$ cat src/rtl/regfile_pkg.sv
// Shared types, sizes and test-pattern function for the register-file BIST.
// Latency: n/a (declarations only).
// Backpressure: n/a.
package regfile_pkg;

    localparam int DATA_W = 4;
    localparam int ADDR_W = 2;
    localparam int DEPTH  = 2 ** ADDR_W;
    localparam int ERR_W  = ADDR_W + 1;

    typedef enum logic [2:0] {
        IDLE  = 3'd0,
        WRITE = 3'd1,
        READ  = 3'd2,
        DRAIN = 3'd3,
        DONE  = 3'd4
    } state_e;

    // Tag travelling alongside an outstanding read, consumed one cycle later.
    typedef struct packed {
        logic              vld;
        logic [ADDR_W-1:0] addr;
    } rsp_tag_t;

    // Expected word for address k: (seed + k) mod 2**DATA_W, optionally inverted.
    function automatic logic [DATA_W-1:0] pattern(input logic [DATA_W-1:0] seed,
                                                  input logic [ADDR_W-1:0] k,
                                                  input logic              invert);
        logic [DATA_W-1:0] p;
        p = seed + DATA_W'(k);
        return invert ? ~p : p;
    endfunction

endpackage

$ cat src/rtl/regfile_bist_cmp.sv
// Read-response tag register plus compare/accumulate of pass, first fail address and error count.
// Latency: read issued in cycle N is compared in cycle N+1; results visible in cycle N+2.
// Backpressure: none; every tagged response is compared in the cycle it arrives.
module regfile_bist_cmp
    import regfile_pkg::*;
(
    input  logic              clk,
    input  logic              rst_n,
    input  logic              clr_i,
    input  logic              rd_en_i,
    input  logic [ADDR_W-1:0] rd_addr_i,
    input  logic [DATA_W-1:0] seed_i,
    input  logic              invert_i,
    input  logic [DATA_W-1:0] rd_data_i,
    output logic              pass_o,
    output logic [ADDR_W-1:0] fail_addr_o,
    output logic [ERR_W-1:0]  err_count_o
);

    rsp_tag_t          tag_q;
    logic              pass_q, pass_d;
    logic [ADDR_W-1:0] fail_addr_q, fail_addr_d;
    logic [ERR_W-1:0]  err_cnt_q, err_cnt_d;
    logic              mismatch;

    // Remember which address was read so its data can be checked next cycle.
    always_ff @(posedge clk or negedge rst_n) begin
        if (!rst_n) begin
            tag_q <= '0;
        end else begin
            tag_q.vld  <= rd_en_i;
            tag_q.addr <= rd_addr_i;
        end
    end

    // Compare the returning word and fold it into the running result; a new start wins.
    always_comb begin
        pass_d      = pass_q;
        fail_addr_d = fail_addr_q;
        err_cnt_d   = err_cnt_q;
        mismatch    = tag_q.vld && (rd_data_i != pattern(seed_i, tag_q.addr, invert_i));
        if (clr_i) begin
            pass_d      = 1'b1;
            fail_addr_d = '0;
            err_cnt_d   = '0;
        end else if (mismatch) begin
            pass_d = 1'b0;
            // A zero count means no earlier mismatch in this run.
            if (err_cnt_q == '0) begin
                fail_addr_d = tag_q.addr;
            end
            if (err_cnt_q != ERR_W'(DEPTH)) begin
                err_cnt_d = err_cnt_q + 1'b1;
            end
        end
    end

    // Result registers, held between runs.
    always_ff @(posedge clk or negedge rst_n) begin
        if (!rst_n) begin
            pass_q      <= 1'b0;
            fail_addr_q <= '0;
            err_cnt_q   <= '0;
        end else begin
            pass_q      <= pass_d;
            fail_addr_q <= fail_addr_d;
            err_cnt_q   <= err_cnt_d;
        end
    end

    assign pass_o      = pass_q;
    assign fail_addr_o = fail_addr_q;
    assign err_count_o = err_cnt_q;

endmodule

$ cat src/rtl/regfile_bist_ctrl.sv
// BIST initiator: fills the register file with a seeded pattern, reads it back, reports pass/fail.
// Latency: start accepted at edge E0 -> done pulse in cycle 2*DEPTH+2 (cycle 10 for DEPTH=4).
// Backpressure: none; start is ignored outside IDLE and the register file is assumed always ready.
module regfile_bist_ctrl
    import regfile_pkg::*;
(
    input  logic              clk,
    input  logic              rst_n,
    input  logic              start,
    input  logic [DATA_W-1:0] seed,
    input  logic              invert,
    output logic              busy,
    output logic              done,
    output logic              pass,
    output logic [ADDR_W-1:0] fail_addr,
    output logic [ERR_W-1:0]  err_count,
    output logic [DATA_W-1:0] rf_data_in,
    output logic [ADDR_W-1:0] rf_write_add,
    output logic              rf_write_en,
    output logic [ADDR_W-1:0] rf_read_add,
    output logic              rf_read_en,
    input  logic [DATA_W-1:0] rf_data_out
);

    localparam logic [ADDR_W-1:0] CNT_LAST = ADDR_W'(DEPTH - 1);

    state_e            state_q, state_d;
    logic [ADDR_W-1:0] cnt_q, cnt_d;
    logic [DATA_W-1:0] seed_q, seed_d;
    logic              invert_q, invert_d;
    logic              start_acc;

    // State, address counter and captured test configuration.
    always_ff @(posedge clk or negedge rst_n) begin
        if (!rst_n) begin
            state_q  <= IDLE;
            cnt_q    <= '0;
            seed_q   <= '0;
            invert_q <= 1'b0;
        end else begin
            state_q  <= state_d;
            cnt_q    <= cnt_d;
            seed_q   <= seed_d;
            invert_q <= invert_d;
        end
    end

    // Next-state sequencing and output decode from state/cnt.
    always_comb begin
        state_d      = state_q;
        cnt_d        = cnt_q;
        seed_d       = seed_q;
        invert_d     = invert_q;
        start_acc    = 1'b0;
        busy         = 1'b0;
        done         = 1'b0;
        rf_data_in   = '0;
        rf_write_add = '0;
        rf_write_en  = 1'b0;
        rf_read_add  = '0;
        rf_read_en   = 1'b0;
        case (state_q)
            IDLE: begin
                if (start) begin
                    start_acc = 1'b1;
                    seed_d    = seed;
                    invert_d  = invert;
                    cnt_d     = '0;
                    state_d   = WRITE;
                end
            end
            WRITE: begin
                busy         = 1'b1;
                rf_write_en  = 1'b1;
                rf_write_add = cnt_q;
                rf_data_in   = pattern(seed_q, cnt_q, invert_q);
                if (cnt_q == CNT_LAST) begin
                    cnt_d   = '0;
                    state_d = READ;
                end else begin
                    cnt_d = cnt_q + 1'b1;
                end
            end
            READ: begin
                busy        = 1'b1;
                rf_read_en  = 1'b1;
                rf_read_add = cnt_q;
                if (cnt_q == CNT_LAST) begin
                    cnt_d   = '0;
                    state_d = DRAIN;
                end else begin
                    cnt_d = cnt_q + 1'b1;
                end
            end
            DRAIN: begin
                // Last read response is compared this cycle.
                busy    = 1'b1;
                state_d = DONE;
            end
            DONE: begin
                done    = 1'b1;
                state_d = IDLE;
            end
            default: begin
                state_d = IDLE;
            end
        endcase
    end

    regfile_bist_cmp u_cmp (
        .clk         (clk),
        .rst_n       (rst_n),
        .clr_i       (start_acc),
        .rd_en_i     (rf_read_en),
        .rd_addr_i   (rf_read_add),
        .seed_i      (seed_q),
        .invert_i    (invert_q),
        .rd_data_i   (rf_data_out),
        .pass_o      (pass),
        .fail_addr_o (fail_addr),
        .err_count_o (err_count)
    );

endmodule

$ cat config.mk
export PLATFORM = sky130hd
export DESIGN_NAME = regfile_bist_ctrl
export DESIGN_NICKNAME = d
export VERILOG_FILES = /design/src/rtl/regfile_pkg.sv /design/src/rtl/regfile_bist_cmp.sv /design/src/rtl/regfile_bist_ctrl.sv
export SDC_FILE = /design/constraint.sdc
export NUM_CORES = 1
export LEC_CHECK = 0
export CAP_MARGIN = 20
export CORE_MARGIN = 3
export CORE_UTILIZATION = 35
export CTS_CLUSTER_SIZE = 16
export DETAILED_ROUTE_END_ITERATION = 10
export PLACE_DENSITY = 0.61
export SETUP_SLACK_MARGIN = 0.3
export SYNTH_ARGS = -nofsm -noshare
export SYNTH_HDL_FRONTEND = slang
export SYNTH_SLANG_ARGS = --single-unit
$ cat constraint.sdc
create_clock -name clk -period 3.5 [get_ports clk]
set_input_delay 0.7 -clock clk [delete_from_list [all_inputs] [get_ports clk]]
set_output_delay 0.7 -clock clk [all_outputs]
set_load 0.01 [all_outputs]
# Word-level counts from Yosys, hierarchy flattened
# Cells that the tools add are included.
dict set report totals {
  regBits 19
  inputBits 12
  wordCells 65
  output_inout_bits 18
}
dict set report classes {
  n_reduce_logical 14
  bitwise_logic 2
  mux 26
  addsub 4
  eq_ne 10
}
# operator n
set op_table {}
lappend op_table {{$mux 3} 6}
lappend op_table {{$mux 2} 7}
lappend op_table {{$mux 4} 3}
lappend op_table {{$pmux 3 s4} 1}
lappend op_table {{$add 4x2->4} 2}
lappend op_table {{$mux 1} 8}
lappend op_table {{$not 4->4} 2}
lappend op_table {{$reduce_and 2->1} 4}
lappend op_table {{$reduce_bool 2->1} 4}
lappend op_table {{$eq 3x2->1 const B} 2}
lappend op_table {{$logic_not 3->1} 2}
lappend op_table {{$ne 2x2->1 const B} 3}
lappend op_table {{$ne 4x4->1} 1}
lappend op_table {{$pmux 2 s2} 1}
lappend op_table {{$add 3x1->3 const B} 1}
lappend op_table {{$eq 3x1->1 const B} 1}
lappend op_table {{$eq 3x3->1 const B} 1}
lappend op_table {{$ne 3x3->1 const B} 1}
lappend op_table {{$reduce_and 3->1} 1}
lappend op_table {{$reduce_or 3->1} 1}
lappend op_table {{$add 2x1->2 const B} 1}
lappend op_table {{$eq 2x2->1 const B} 1}
lappend op_table {{$reduce_or 2->1} 1}
lappend op_table {{$logic_and 1x1->1} 1}

# Logic depth before layout (Yosys ltp)
# Gate-level depths: netlist (run 1).
dict set report depth {
  depth_word 7
  depth_mapped 7
  mapped_depth_nobuf 7
}

# Cells and area by module
# A second synthesis (run 1) with hierarchy kept.
dict set report unflattened {
  hier_cells 110
  area_unflattened_um2 1226.2
}
# mod cells_per_inst seq_area_each_um2 n_inst area_per_inst_um2
set modules_own_cells {}
lappend modules_own_cells {regfile_bist_ctrl 60 250.2 1 645.6}
lappend modules_own_cells {regfile_bist_cmp 50 225.2 1 580.6}

# Least setup slack after synthesis (run 1)
# No wires, ideal clock.
dict set report synth_timing {
  path_type {register to register}
  from {reg seed_q[0]}
  to {reg u_cmp.err_cnt_q[2] (netlist: u_cmp.err_count_o[2])}
  path_stages_with_launch 8
  path_slack_ns 1.094
  period_less_slack_ns 2.406
  arrival_ns 2.270
  setup_time_ns 0.137
  n_path_buf 0
  required_time_ns 3.363
  cell_sequence {dfrtp_1 ha_1 fa_1 xor3_1 or4_4 a211o_4 a21oi_1 nor3b_2}
}
dict set report synth_via {
  elab_chain_len 7
}
# item line
set synth_rtl {}
lappend synth_rtl {{from (decl)} regfile_bist_ctrl.sv:29} ;# logic [DATA_W-1:0] seed_q, seed_d;
lappend synth_rtl {{from (signal assigned)} regfile_bist_ctrl.sv:38} ;# seed_q <= '0;
lappend synth_rtl {{from (signal assigned)} regfile_bist_ctrl.sv:43} ;# seed_q <= seed_d;
lappend synth_rtl {{$add 4x2->4 *} regfile_pkg.sv:30} ;# p = seed + DATA_W'(k);
lappend synth_rtl {{$not 4->4} regfile_pkg.sv:31} ;# return invert ? ~p : p;
lappend synth_rtl {{$mux 4 *} regfile_pkg.sv:31}
lappend synth_rtl {{$ne 4x4->1 *} regfile_bist_cmp.sv:41} ;# mismatch = tag_q.vld && (rd_data_i != pattern(seed_i, tag_q.addr, invert_i));
lappend synth_rtl {{$logic_and 1x1->1 *} regfile_bist_cmp.sv:41}
lappend synth_rtl {{$reduce_bool 2->1 (no source line) *} --}
lappend synth_rtl {{$reduce_and 2->1 (no source line) *} --}
lappend synth_rtl {{to (signal assigned)} regfile_bist_cmp.sv:67} ;# err_cnt_q <= err_cnt_d;
lappend synth_rtl {{to (decl)} regfile_bist_cmp.sv:23} ;# logic [ERR_W-1:0] err_cnt_q, err_cnt_d;
# Mark *: on every way between the ends. The rest lies on a longest branch, timed or not.
# A chain may end at the register's enable or synchronous reset.

# Final worst setup path (run 1)
dict set report layout_timing {
  from {reg cnt_q[0]}
  to {out rf_data_in[1]}
}
dict set report layout_via {
  elab_chain_len 4
}
# item line
set layout_rtl {}
lappend layout_rtl {{from (decl)} regfile_bist_ctrl.sv:28} ;# logic [ADDR_W-1:0] cnt_q, cnt_d;
lappend layout_rtl {{from (signal assigned)} regfile_bist_ctrl.sv:42} ;# cnt_q <= cnt_d;
lappend layout_rtl {{$add 4x2->4 *} regfile_pkg.sv:30}
lappend layout_rtl {{$not 4->4} regfile_pkg.sv:31}
lappend layout_rtl {{$mux 4 *} regfile_pkg.sv:31}
lappend layout_rtl {{$mux 4 *} regfile_bist_ctrl.sv:62} ;# case (state_q)
lappend layout_rtl {{to (decl)} regfile_bist_ctrl.sv:17} ;# output logic [DATA_W-1:0] rf_data_in,
# Marks and branches as above.

==> results.ini, run 1 <==
[global_route]
grt_pass1_vias=930
grtUsageTotal_pct=12.6
wire_length_of_the_first_global_routing_pass_um=4150
antenna_found_initial=0
grt_max_degree=20
grt_remaining_overflow=0

[clock_tree]
cts_resized=0
cts.htree.levels=1
cts_buffer_depth=2
clk_root_buffer_cell=clkbuf_4
number_of_hold_buffers_added_after_cts=0
post_cts_buffers=0
worstSkewPairLatency_ns=0.30
clk_transition_reported_paths_ns=0.12
cts_inserted_buffers=3
cts.sink_count=19
tritoncts=done

[floorplan]
initial_utilization_pct=38.4
core_area_um2=3180
dieHeight_um=65.0
die_width_um=65.0
total_die_area_um2=4230
placement_rows=20
top_level_ports=30

[detailed_routing]
route.final.wire_length_um=2520
ant_nets=0
avgRoutedWirePerCell_um=13.1
routed-via-count=959
initialDrtViolationCount=16
per_cell_via_count_in_the_routed_design=4.99
tritonroute_pass_1_iters=4
detail_route.drc_violations=0

[worst_hold_path]
holdPathStages=1
min-delay-path-class=reg -> reg

[pwr]
power.switching_fraction_pct=40.6
pwr-share-seq_pct=31.0
cell_area_power_density_nw_per_um2=887
p_int_mw=0.837
finalPower_mw=1.41
power_leakage_nw=0.698
p_sw_mw=0.572
max-vdd-ir-drop_mv=0.374
comb_power_share_pct=61.2
pwr-share-clk_pct=7.9

[cells_and_area]
flow.area_growth_from_synthesis_pct=30.2
area.sequential_um2=475
antenna-diode-count=0
layout.filler_cells=325
finish.net_count=170
instances_no_fill=192
multi_input_area_um2=717
layout-drive-gt1-share_pct=11.5

[placed_design]
gp_routability_congestion=0.772
place.detailed.hpwl_um=1950
io_buffer_count=29
dpl.cell_count=188

[sta]
holdWs_ns=0.487
timing.final.max_slew_violations=0
tightestPinTransition_ns=0.847
timing.final.setup_violations=0
setup_tns_ns=0
max_slew_margin_pct=43.4
grt_setup_unrepaired=no
final_hold_vio_count=0
achievable-frequency_ghz=0.338
skew_ns=0.0102
timing.final.crit_period_ns=2.96
layout_worst_path_cycle_share_pct=84.5

[setup_path]
critPathCaptureType=primary output
crit_type=reg -> out
cp-start-kind=flop
crit_path_max_fanout=8
r2r_cells=7
cp.arrival_ns=2.26
cp.required_ns=2.80

[logic_synthesis]
netlist_top_cells_area=dfrtp_1, ha_1, nor2_1
ys_ff_latch=19
ys_seq_area_share_pct=39.0
post-synth-top-count-cell=dfrtp_1
syn_avg_cell_area_um2=10.3
biggest_area_consumer_among_synthesized_cells=dfrtp_1
synth_top_cells_by_count=dfrtp_1, nor2_1, nand2_1
mappedNetlistNets=140
ys_async_sr_fraction_pct=100
synth-edff-count=0
syn_inst=119
synth_cell_types=34
yosys.area.top_type_share_pct=39.0
synth_area_um2=1220
synth_warnings=0
synth_top_flop_cell=dfrtp_1

[run]
max_cap_violations=0

[outcome]
outcome=finished, final reports clean

==> power by group through the flow <==
stage	Clock [mW]	Sequential [mW]	Combinational (mW)
after global routing	0.125	0.454	0.947
after global placement	0	0.437	0.860
final	0.111	0.436	0.861
after floorplan	0	0.368	0.601
after detailed placement	0	0.443	0.872
after CTS	0.118	0.437	0.878
==> cells in the final DEF (no fill, tap or decap), drive strengths merged, types with 3 or more instances in the layout <==
cell | netlist | final
xor2 | 4 | 4
o21ai | 5 | 5
nor2 | 13 | 13
and2 | 4 | 4
dfrtp | 19 | 19
clkbuf | 5 | 3
mux2 | 6 | 6
a21oi | 7 | 7
xnor2 | 4 | 4
ha | 7 | 7
clkdlybuf4s50 | 0 | 29
and3 | 4 | 4
nand2 | 8 | 8
nand3 | 4 | 4
inv | 4 | 4
==> cells by family (layout without fill, tap and decap cells) <==
kind of cell               count (synthesis)  in the layout  synth area share, %
adders and majority gates                  9              9                 10.5
buffers and inverters                      9             38                 2.77
xor gates and xnor gates                  10             10                 9.54
DFF                                       19             19                 39.0
AOI/OAI and AO/OA                         21             21                 12.4
and+or+nand+nor                           45             45                 20.3
muxes                                      6              6                 5.54
==> per-layer routing <==
metal  track usage (%)  up-vias  share of wire, %
met5                 0        -                 0
met4              6.99        0               1.6
met3              1.04        2               3.3
met2              20.8       24                48
met1              16.2      454                47
li1                  -      479                 -
==> cell type report <==
type | instances | area share [%]
Timing Repair Buffer | 30 | 18.8
Inverter | 4 | 0.946
Clock inverter | 1 | 0.315
Clock buffer | 3 | 1.42
Sequential cell | 19 | 29.9
Multi-Input combinational cell | 91 | 45.2
Tap cell | 44 | 3.47
==> final timing paths <==
path                               from                   end  slack (ns)
max reg2reg                   seed_q[0]  u_cmp.err_count_o[2]        0.98
max in group asynchronous         rst_n        u_cmp.tag_q[1]        2.10
min in group asynchronous         rst_n  u_cmp.fail_addr_o[0]        0.87
min reg2reg                u_cmp.pass_o          u_cmp.pass_o        0.49
min                        u_cmp.pass_o          u_cmp.pass_o        0.49
max                            cnt_q[0]         rf_data_in[1]        0.54
==> registers in the layout (all words and copies together), names as in the netlist <==
signal / count
u_cmp.fail_addr_o: 2
cnt_q: 2
seed_q: 4
invert_q: 1
u_cmp.pass_o: 1
state_q: 3
u_cmp.err_count_o: 3
u_cmp.tag_q: 3
==> worst max-delay path: stages, from the launching register on <==
cell and delay (ns):
dfrtp_1 0.48, ha_1 0.27, fa_1 0.45, xnor2_1 0.14, nor2_1 0.09, clkdlybuf4s50_1 0.54
==> metrics by stage <==
stage	utilization (%)	setup WS, ns	area [um^2]
after floorplan	-	1.09	1220
after global placement	49.1	0.741	1560
after detailed placement	49.1	0.718	1560
after CTS	50.0	0.506	1590
after global routing	50.0	0.454	1590
final	50.0	0.542	1590
Note: power is estimated with default switching activity, not from simulation.
==> run 2: changes to the inputs <==
--- a/config.mk
+++ b/config.mk
@@ -10,7 +10,7 @@
 export CORE_UTILIZATION = 35
 export CTS_CLUSTER_SIZE = 16
 export DETAILED_ROUTE_END_ITERATION = 10
-export PLACE_DENSITY = 0.61
+export PLACE_DENSITY = 0.63
 export SETUP_SLACK_MARGIN = 0.3
 export SYNTH_ARGS = -nofsm -noshare
 export SYNTH_HDL_FRONTEND = slang
==> constraint.sdc (replaced) <==
create_clock -name clk -period 2.4 [get_ports clk]
set_input_delay 0.48 -clock clk [delete_from_list [all_inputs] [get_ports clk]]
set_output_delay 0.48 -clock clk [all_outputs]
set_load 0.01 [all_outputs]
==> results.ini, run 2 (synthesized netlist as in run 1, its figures left out) <==
[sta]
timing.final.crit_period_ns=2.48
skew_ns=0.00695  ; -0.00329 ns
layout_setup_ws_ns=-0.0809  ; -0.623 ns
achievable-frequency_ghz=0.403
timing.final.max_slew_violations=0  ; unchanged
timing.final.setup_violations=6  ; +6
max_slew_margin_pct=71.2  ; +28 points
layout_worst_path_cycle_share_pct=103
final_hold_vio_count=0  ; unchanged
tightestPinTransition_ns=0.433  ; -0.414 ns
grt_setup_unrepaired=yes

[global_route]
grt_max_degree=20  ; unchanged
grtUsageTotal_pct=14.8  ; +2.2 points
antenna_found_initial=0  ; unchanged
wire_length_of_the_first_global_routing_pass_um=4840  ; +16%
grt_pass1_vias=1104  ; +19%
grt_remaining_overflow=0  ; unchanged

[setup_path]
crit_path_max_fanout=7  ; -1
worstPathCellList=buf_6 > ha_4 > fa_2 > xor3_1 > or4_4 > a211o_4 > nand4b_2 > nor3b_2
crit_type=reg -> reg
cp.required_ns=2.63  ; -0.17 ns
r2r_startpoint=seed_q[0]
cp_slowest_stage_delay_ns=0.56  ; +0.02 ns
cp.arrival_ns=2.71  ; +0.45 ns
critPathCaptureType=flop
startpoint=seed_q[0]
timing.critical_path.to=u_cmp.err_count_o[2]
r2r_cells=8  ; +1
critical_path.top_delay_family=simple AND/OR/NAND/NOR gates
rr_endpoint=u_cmp.err_count_o[2]
critical_path.n_buffers_inverters=1  ; unchanged
regToRegSetupSlack_ns=-0.08  ; -1.06 ns
cp-start-kind=flop
critPathSlowestCell=or4_4
worst-path-stages=8  ; +3

[cells_and_area]
layout.filler_cells=287  ; -12%
largest_register_ffs=4  ; unchanged
most_frequent_standard_cell_in_the_layout_excluding_fill_and_tap_cells=buf_4
area.sequential_um2=478  ; +0.53%
biggest_register=seed_q
finish.net_count=190  ; +12%
multi_input_area_um2=823  ; +15%
most-common-layout-cells=buf_4, dfrtp_1, clkdlybuf4s50_1
layout-drive-gt1-share_pct=35.7  ; +24 points
flow.area_growth_from_synthesis_pct=51.0
antenna-diode-count=0  ; unchanged

[placed_design]
detailedPlace.worstSlack_ns=-0.143  ; -0.860 ns
io_buffer_count=29  ; unchanged
gp_routability_congestion=0.752  ; -2.6%
place.detailed.hpwl_um=1980  ; +1.7%

[detailed_routing]
per_cell_via_count_in_the_routed_design=4.96  ; -0.75%
detail_route.drc_violations=0  ; unchanged
initialDrtViolationCount=29  ; +13
ant_nets=0  ; unchanged
routed-via-count=1051  ; +9.6%
avgRoutedWirePerCell_um=13.7  ; +4.7%
route.final.wire_length_um=2910  ; +16%
tritonroute_pass_1_iters=4  ; unchanged

[clock_tree]
tritoncts=done
cts_buffer_depth=2  ; unchanged
clk_transition_reported_paths_ns=0.11  ; about the same
cts.sink_count=19  ; unchanged
worstSkewPairLatency_ns=0.29  ; about the same
clk_root_buffer_cell=clkbuf_4
number_of_hold_buffers_added_after_cts=0  ; unchanged
cts.htree.levels=1  ; unchanged
cts_inserted_buffers=3  ; unchanged

[run]
max_cap_violations=0  ; unchanged

[floorplan]
core_area_um2=3180  ; unchanged
top_level_ports=30  ; unchanged
total_die_area_um2=4230  ; unchanged
initial_utilization_pct=38.4  ; unchanged
placement_rows=20  ; unchanged
dieHeight_um=65.0  ; unchanged
die_width_um=65.0  ; unchanged

[worst_hold_path]
holdPathStages=1  ; unchanged
min-delay-path-class=reg -> reg

[pwr]
power_leakage_nw=0.861  ; +23%
max-vdd-ir-drop_mv=0.649  ; +74%
cell_area_power_density_nw_per_um2=1270  ; +43%
finalPower_mw=2.34  ; +66%

[outcome]
outcome=complete, but fails checks
failed_checks=negative setup slack

## run 2: power breakdown
part           leakage (nW)  internal (mW)  switching (mW)  total [mW]
sequential            0.240          0.429           0.115       0.544
combinational         0.606          0.887           0.747        1.63
clock                0.0150         0.0646          0.0965       0.161
## run 2: how the worst min path moves through the flow
stage	startpoint	endpoint	slack, ns
6_report	u_cmp.pass_o	u_cmp.pass_o	0.49
5_1_grt	u_cmp.pass_o	u_cmp.pass_o	0.52
4_1_cts	u_cmp.pass_o	u_cmp.pass_o	0.50
3_5_place_dp	u_cmp.pass_o	u_cmp.pass_o	0.47
3_3_place_gp	u_cmp.pass_o	u_cmp.pass_o	0.47
2_1_floorplan	rst_n	cnt_q[0]	0.18
## run 2: area by class of cell
| class | count | area share [%] |
|---|---|---|
| well taps | 44 | 2.99 |
| multi-input cells | 91 | 44.7 |
| repair buffers | 50 | 24.1 |
| flip-flops and latches | 19 | 26.0 |
| inverters | 4 | 0.815 |
| clock buffers | 4 | 1.43 |
## run 2: metal layers
metal | part of all wire, % | wire [um] | track usage, % | vias to the layer above
li1 | - | - | - | 519
met1 | 43 | 1260 | 17.8 | 506
met2 | 51 | 1480 | 24.6 | 22
met3 | 3.9 | 112 | 2.43 | 4
met4 | 2.0 | 58 | 9.33 | 0
met5 | 0 | 0 | 0 | -
## run 2: timing repair
action | CTS | global route
buffers inserted | 9 | 4
gates resized for setup | 38 | 12
pin swaps | 11 | 3
setup endpoints to repair | 17 | 13
## run 2: stage by stage
step	utilization [%]	hold WS (ns)	instance area, um^2	cells	setup TNS (ns)
floorplan	-	0.184	1230	119	0
global placement	51.0	0.466	1620	195	-0.463
detailed placement	51.0	0.470	1620	195	-0.695
CTS	56.5	0.496	1800	208	-0.0898
global route	58.0	0.520	1840	212	-0.625
finish	58.0	0.494	1840	212	-0.166
